## src/rtl/auth_msg_arbiter.sv

```systemverilog
`default_nettype none
// auth_msg_arbiter: round-robin owner of the single authentication transmit path.
// Grants one controller, forwards its message, then routes the reply or flags a timeout.
module auth_msg_arbiter #(
  parameter int NUM_REQ     = 3,
  parameter int MSG_W       = 64,
  parameter int TIMEOUT_CYC = 255
) (
  input  logic                     clk,
  input  logic                     reset,
  input  logic [NUM_REQ-1:0]       req,
  input  logic [NUM_REQ*MSG_W-1:0] req_msg,
  output logic [NUM_REQ-1:0]       ack_req,
  output logic [NUM_REQ-1:0]       grant,
  output logic                     tx_valid,
  output logic [MSG_W-1:0]         tx_msg,
  input  logic                     tx_ready,
  input  logic                     rsp_valid,
  output logic [NUM_REQ-1:0]       rsp_to,
  output logic                     busy,
  output logic                     timeout_err,
  output logic [2:0]               err_id
);

  localparam int              IDX_W     = $clog2(NUM_REQ);
  localparam logic [15:0]     CNT_LAST  = 16'(TIMEOUT_CYC - 1);
  localparam logic [IDX_W:0]  NUM_REQ_W = (IDX_W+1)'(NUM_REQ);
  localparam logic [IDX_W-1:0] LAST_IDX = IDX_W'(NUM_REQ - 1);

  typedef enum logic [1:0] {
    S_IDLE     = 2'd0,
    S_SEND     = 2'd1,
    S_WAIT_RSP = 2'd2
  } state_t;

  state_t             state_q;
  logic [IDX_W-1:0]   rr_ptr_q;
  logic [IDX_W-1:0]   owner_q;
  logic [15:0]        cnt_q;
  logic [NUM_REQ-1:0] grant_q;
  logic               tx_valid_q;
  logic [MSG_W-1:0]   tx_msg_q;
  logic [NUM_REQ-1:0] ack_q;
  logic [NUM_REQ-1:0] rsp_to_q;
  logic               busy_q;
  logic               tmo_q;
  logic [2:0]         err_id_q;

  logic [MSG_W-1:0]   msg_arr [NUM_REQ];
  logic [IDX_W:0]     scan_d;
  logic               win_vld_d;
  logic [IDX_W-1:0]   win_idx_d;
  logic [IDX_W-1:0]   rr_next_d;

  for (genvar i = 0; i < NUM_REQ; i++) begin : g_unpack
    assign msg_arr[i] = req_msg[i*MSG_W +: MSG_W];
  end

  // Search upward from rr_ptr with wrap; the first set request wins.
  always_comb begin
    win_vld_d = 1'b0;
    win_idx_d = '0;
    scan_d    = '0;
    for (int k = 0; k < NUM_REQ; k++) begin
      scan_d = {1'b0, rr_ptr_q} + (IDX_W+1)'(k);
      if (scan_d >= NUM_REQ_W) scan_d = scan_d - NUM_REQ_W;
      if (!win_vld_d && req[scan_d[IDX_W-1:0]]) begin
        win_vld_d = 1'b1;
        win_idx_d = scan_d[IDX_W-1:0];
      end
    end
  end

  assign rr_next_d = (owner_q == LAST_IDX) ? '0 : owner_q + 1'b1;

  always_ff @(posedge clk) begin
    if (reset) begin
      state_q    <= S_IDLE;
      rr_ptr_q   <= '0;
      owner_q    <= '0;
      cnt_q      <= '0;
      grant_q    <= '0;
      tx_valid_q <= 1'b0;
      tx_msg_q   <= '0;
      ack_q      <= '0;
      rsp_to_q   <= '0;
      busy_q     <= 1'b0;
      tmo_q      <= 1'b0;
      err_id_q   <= '0;
    end else begin
      ack_q    <= '0;
      rsp_to_q <= '0;
      tmo_q    <= 1'b0;
      case (state_q)
        S_IDLE: begin
          if (win_vld_d) begin
            owner_q    <= win_idx_d;
            grant_q    <= NUM_REQ'(1) << win_idx_d;
            tx_msg_q   <= msg_arr[win_idx_d];
            tx_valid_q <= 1'b1;
            busy_q     <= 1'b1;
            state_q    <= S_SEND;
          end
        end
        S_SEND: begin
          if (tx_ready) begin
            tx_valid_q <= 1'b0;
            ack_q      <= grant_q;
            cnt_q      <= '0;
            state_q    <= S_WAIT_RSP;
          end
        end
        S_WAIT_RSP: begin
          // A response on the final wait cycle beats the timeout.
          if (rsp_valid) begin
            rsp_to_q <= grant_q;
            rr_ptr_q <= rr_next_d;
            grant_q  <= '0;
            busy_q   <= 1'b0;
            cnt_q    <= '0;
            state_q  <= S_IDLE;
          end else if (cnt_q == CNT_LAST) begin
            tmo_q    <= 1'b1;
            err_id_q <= 3'(owner_q);
            rr_ptr_q <= rr_next_d;
            grant_q  <= '0;
            busy_q   <= 1'b0;
            cnt_q    <= '0;
            state_q  <= S_IDLE;
          end else begin
            cnt_q <= cnt_q + 16'd1;
          end
        end
        default: state_q <= S_IDLE;
      endcase
    end
  end

  assign ack_req     = ack_q;
  assign grant       = grant_q;
  assign tx_valid    = tx_valid_q;
  assign tx_msg      = tx_msg_q;
  assign rsp_to      = rsp_to_q;
  assign busy        = busy_q;
  assign timeout_err = tmo_q;
  assign err_id      = err_id_q;

endmodule
`default_nettype wire

```

## config.mk

```make
export PLATFORM = sky130hd
export DESIGN_NAME = auth_msg_arbiter
export DESIGN_NICKNAME = d
export VERILOG_FILES = /design/src/rtl/auth_msg_arbiter.sv
export SDC_FILE = /design/constraint.sdc
export NUM_CORES = 1
export LEC_CHECK = 0
export CAP_MARGIN = 10
export CORE_MARGIN = 2
export CORE_UTILIZATION = 36
export DETAILED_ROUTE_END_ITERATION = 6
export PLACE_DENSITY = 0.77
export SYNTH_ARGS = -nofsm -noshare
export SYNTH_HDL_FRONTEND = slang
export SYNTH_SLANG_ARGS = --single-unit
```

## constraint.sdc

```tcl
create_clock -name clk -period 2.3 [get_ports clk]
set_input_delay 0.46 -clock clk [delete_from_list [all_inputs] [get_ports clk]]
set_output_delay 0.46 -clock clk [all_outputs]
set_load 0.02 [all_outputs]
```

==> impl_summary.md <==
STA
For the pin with the worst max-slew slack, the measured transition is 0.536 ns. The number of endpoints with negative hold slack in the final report was 0. Dividing the final minimum period by the clock period gives 104%. The top achievable clock speed is approximately 420 MHz. The final clock skew is 0.00616 ns. Summed over all failing endpoints, the final setup total negative slack is -1.17 ns. The worst max-slew margin expressed relative to the limit is 64.0%. The max-slew violation count came to 0. The final period demand of the worst path is approximately 2.4 ns. Setup repair after global routing could not meet its margin everywhere.

The worst hold slack is about 0.47 ns. The count of final setup violators is 46. The setup slack of the critical path after layout is -0.0964 ns.

Pwr
The analysis attributes to cell leakage a power of 3.92 nW. Power spread over the standard cell area amounts to ~570 mW/mm^2. The switching part of the total is 30.4%. The sequential share of power is 35.9%. The switching power of the nets is 0.00169 W.

IR analysis of the VDD net gives a maximum drop of 0.000599 V. The internal portion of the total power is around 0.0039 W. The clock power share is 28.4%. The combinational fraction of design power is a little over a third.

Clock network
The clock transition at the registers of the reported paths is 0.07 ns. Counting the buffers created by CTS gives 9. The clock net in this run drives a total of 100 sinks. Clock latency on the worst-skew pair, taken at its later pin, is between 0.3 and 0.4 ns.

The cell sitting at the root of the clock tree is a sky130_fd_sc_hd__clkbuf_16. TritonCTS built the clock tree. The longest clock path from root to sink contains 2 buffers. The deepest level of the CTS H-tree is 3. The number of hold buffers added after CTS was 0.

Floorplan
In this run the count of I/O pins placed on the die edge is 278. The chip width is 126 microns. In this run the vertical extent of the chip is ~130 microns. The core region is approximately 0.015 sq mm.

The initial core utilization is 36.9%. The floorplan has 44 rows. The floorplan die area is about 0.016 sq mm.

Yosys
The most instantiated flip-flop cell in the synthesis netlist is sky130_fd_sc_hd__dfxtp_1. The net count after synthesis is 771. In the synthesized netlist, the number of instances is 566. The post-synthesis instance area is 0.00539 sq mm. Yosys mapped a number of flops with a built-in enable equal to 0.

The synthesized area per cell is 9.52 sq um. The proportion of synthesized flip-flops having asynchronous set or reset is 0%. The total of warnings raised by yosys is 0. After synthesis, flip-flops and latches occupy 37.1% of the total area. The number of flip-flops and latches in the synthesized netlist is 100. After synthesis, the netlist uses 54 different library cells.

Worst setup path
Data on the critical path is required at its endpoint by 2.53 ns. Together, buffers and inverters on the worst path number 3. The data arrival time of the critical path is 2.63 ns. The critical path's most frequent cell is sky130_fd_sc_hd__mux2i_2. In this design, the stage delay of the slowest critical-path cell is 0.38 ns. Grouping stages by cell kind, the critical path spends the most delay in compound AO/OA/AOI/OAI gates. The signal on the critical path passes through ha_4 -> mux2i_2 -> o22ai_2 -> nor3_2 -> o31ai_4 -> buf_4 -> buf_12 -> clkbuf_16 -> mux2i_2 -> o221ai_2. The highest fanout seen on the critical path is 5. The critical path launch point type is a flop. The kind of end point of the critical path is a flop. On the critical path, the stage with the largest delay is an instance of sky130_fd_sc_hd__dfxtp_4.

The critical path is of the flop to flop type.

Global route
The overall global routing resource usage is roughly a quarter. Entering global routing, the biggest net connects 24 pins. The wire length of the first global-routing pass is between 20000 and 30000 microns. The number of global-route vias before repair is 5324. After global routing the overflow that remains totals 0. The number of antenna violations at the first check in global routing was 2.

Drt
The first TritonRoute pass finished after 4 iterations. The total via count after detailed routing is about 5500. The number of vias per cell after detailed routing is 5.07. For this block, the initial DRC count from the detailed router was 321. The number of antenna-violating nets in the routed design is 0. Dividing the detail-routed wire length by the instance count gives 19.5 microns. Wires add up to 21100 microns. For this run, design rule violations remaining after detail routing come to 0.

Layout
The final cell count without fillers is 1081. In the final layout, the share of cells above drive strength 1 is a little under a quarter. From synthesis to final layout, the design area changed by 82.5%. The filler cell count is between 1000 and 1500. In the final design database the tool counted 1095 nets.

Placement
The final weighted congestion of routability-driven global placement is 0.823. The total of buffers placed on input and output ports is 276. Summed over all nets, the half-perimeter wirelength after detailed placement is 14100 microns. The pre-CTS setup slack is -0.376 ns. The number of cells in the design after placement is 1034.

Worst hold path
In this run the worst hold path is classified as flop to flop.

Status
The run finished, with violations left. The checks that failed: negative setup slack.

Job
The tool flagged a number of max-cap violations equal to 0.
## power groups by stage
stage	logic, W	clock network (W)	registers (W)
final	0.00198	0.00158	0.00200
after global routing	0.00207	0.00170	0.00201
after CTS	0.00182	0.00163	0.00199
after detailed placement	0.00165	0	0.00203
after global placement	0.00164	0	0.00203
after floorplan	0.000590	0	0.00221
## worst reg2reg max path: stages (launching register included)
cell	delay [ns]
sky130_fd_sc_hd__dfxtp_4	0.38
sky130_fd_sc_hd__ha_4	0.27
sky130_fd_sc_hd__mux2i_2	0.15
sky130_fd_sc_hd__o22ai_2	0.21
sky130_fd_sc_hd__nor3_2	0.07
sky130_fd_sc_hd__o31ai_4	0.30
sky130_fd_sc_hd__buf_4	0.19
sky130_fd_sc_hd__buf_12	0.13
sky130_fd_sc_hd__clkbuf_16	0.17
sky130_fd_sc_hd__mux2i_2	0.28
sky130_fd_sc_hd__o221ai_2	0.12
## area by class of cell
cell class / count / area, sq um / share of cell area (%)
timing repair buffer: 349 / 3790 / 38.5
multi-input combinational: 356 / 3220 / 32.7
sequential: 100 / 2010 / 20.4
inverter: 74 / 280 / 2.85
tap: 184 / 230 / 2.34
clock buffer: 9 / 225 / 2.29
clock inverter: 7 / 85.1 / 0.865
antenna: 2 / 5.00 / 0.0509
## cells in the final DEF, fill, tap and decap left out, types with 7 or more instances in the layout
cell                              netlist  layout
sky130_fd_sc_hd__mux2i_1               70      40
sky130_fd_sc_hd__nor2_1                27      27
sky130_fd_sc_hd__mux2i_4                0      18
sky130_fd_sc_hd__and2_1                 8       8
sky130_fd_sc_hd__mux2i_2                0      12
sky130_fd_sc_hd__clkbuf_16              0      17
sky130_fd_sc_hd__nor3_1                 8       7
sky130_fd_sc_hd__buf_4                  9      38
sky130_fd_sc_hd__clkdlybuf4s50_1        0     276
sky130_fd_sc_hd__o221ai_2              60      62
sky130_fd_sc_hd__nand2_1               80      80
sky130_fd_sc_hd__a21oi_1               17      15
sky130_fd_sc_hd__inv_1                 74      72
sky130_fd_sc_hd__dfxtp_1              100      98
sky130_fd_sc_hd__buf_12                 0      15
## per-stage QoR
step / util (%) / cell area [sq um] / total power, W
after floorplan: - / 5390 / 0.00280
after global placement: 58.9 / 8590 / 0.00367
after detailed placement: 58.9 / 8590 / 0.00368
after CTS: 64.2 / 9370 / 0.00544
after global routing: 67.4 / 9840 / 0.00578
final: 67.4 / 9840 / 0.00556
## sequential cells by signal, summed over array words and instances (netlist names)
register,cells
tx_msg,64
grant,3
cnt_q,16
rsp_to,3
ack_req,3
tx_valid,1
rr_ptr_q,2
timeout_err,1
busy,1
err_id,2
owner_q,2
state_q,2
## per-layer routing
| layer | routed length [microns] | vias up | share of wire (%) | track usage (%) |
|---|---|---|---|---|
| met1 | 8450 | 2604 | 40 | 28.2 |
| li1 | - | 2649 | - | - |
| met3 | 1190 | 37 | 5.6 | 5.65 |
| met5 | 0 | - | 0 | 0 |
| met2 | 11000 | 196 | 52 | 41.6 |
| met4 | 444 | 0 | 2.1 | 5.49 |
## cells in the mapped netlist, drive strengths merged (3+ instances only)
cell type	instances	area, sq um
nand4	3	18.8
nor2	27	101
buf	26	215
nor3	8	40.0
xor2	6	52.6
nand3	6	30.0
nand2	81	307
and2	8	50.1
o21ai	7	38.8
nand2b	3	18.8
inv	74	278
dfxtp	100	2000
or3	5	31.3
ha	6	75.1
clkbuf	12	67.6
nor2b	4	25.0
mux2i	70	701
o221ai	64	936
a21oi	18	93.8
or2	3	18.8
## worst paths after layout
kind / startpoint / to / slack (ns) / cells past startpoint
max: rr_ptr_q[1]$_SDFFE_PP0P_ / tx_msg[21]$_SDFFE_PP0P_ / -0.1 / 10
max reg2reg: rr_ptr_q[1]$_SDFFE_PP0P_ / tx_msg[21]$_SDFFE_PP0P_ / -0.1 / 10
min: tx_valid$_SDFFE_PP0P_ / tx_valid$_SDFFE_PP0P_ / 0.47 / 2
min reg2reg: tx_valid$_SDFFE_PP0P_ / tx_valid$_SDFFE_PP0P_ / 0.47 / 2
## logic make-up (layout without fill, tap and decap cells)
logic type,count (synthesis),after routing,synth area share (%)
mux,70,70,13.0
other cells,1,3,0.0696
simple gates,164,166,14.2
xor+xnor,8,8,1.30
fa+ha+maj,6,6,1.39
compound gates,105,105,22.5
buf+inv,112,439,10.4
flops,100,100,37.1
## what timing repair did
item	CTS	global route
endpoints found under the setup margin	65	65
resized for setup	46	40
pin swaps	12	2
setup buffers	11	2
gates cloned	6	11
Note: power is estimated with default switching activity, not from simulation.
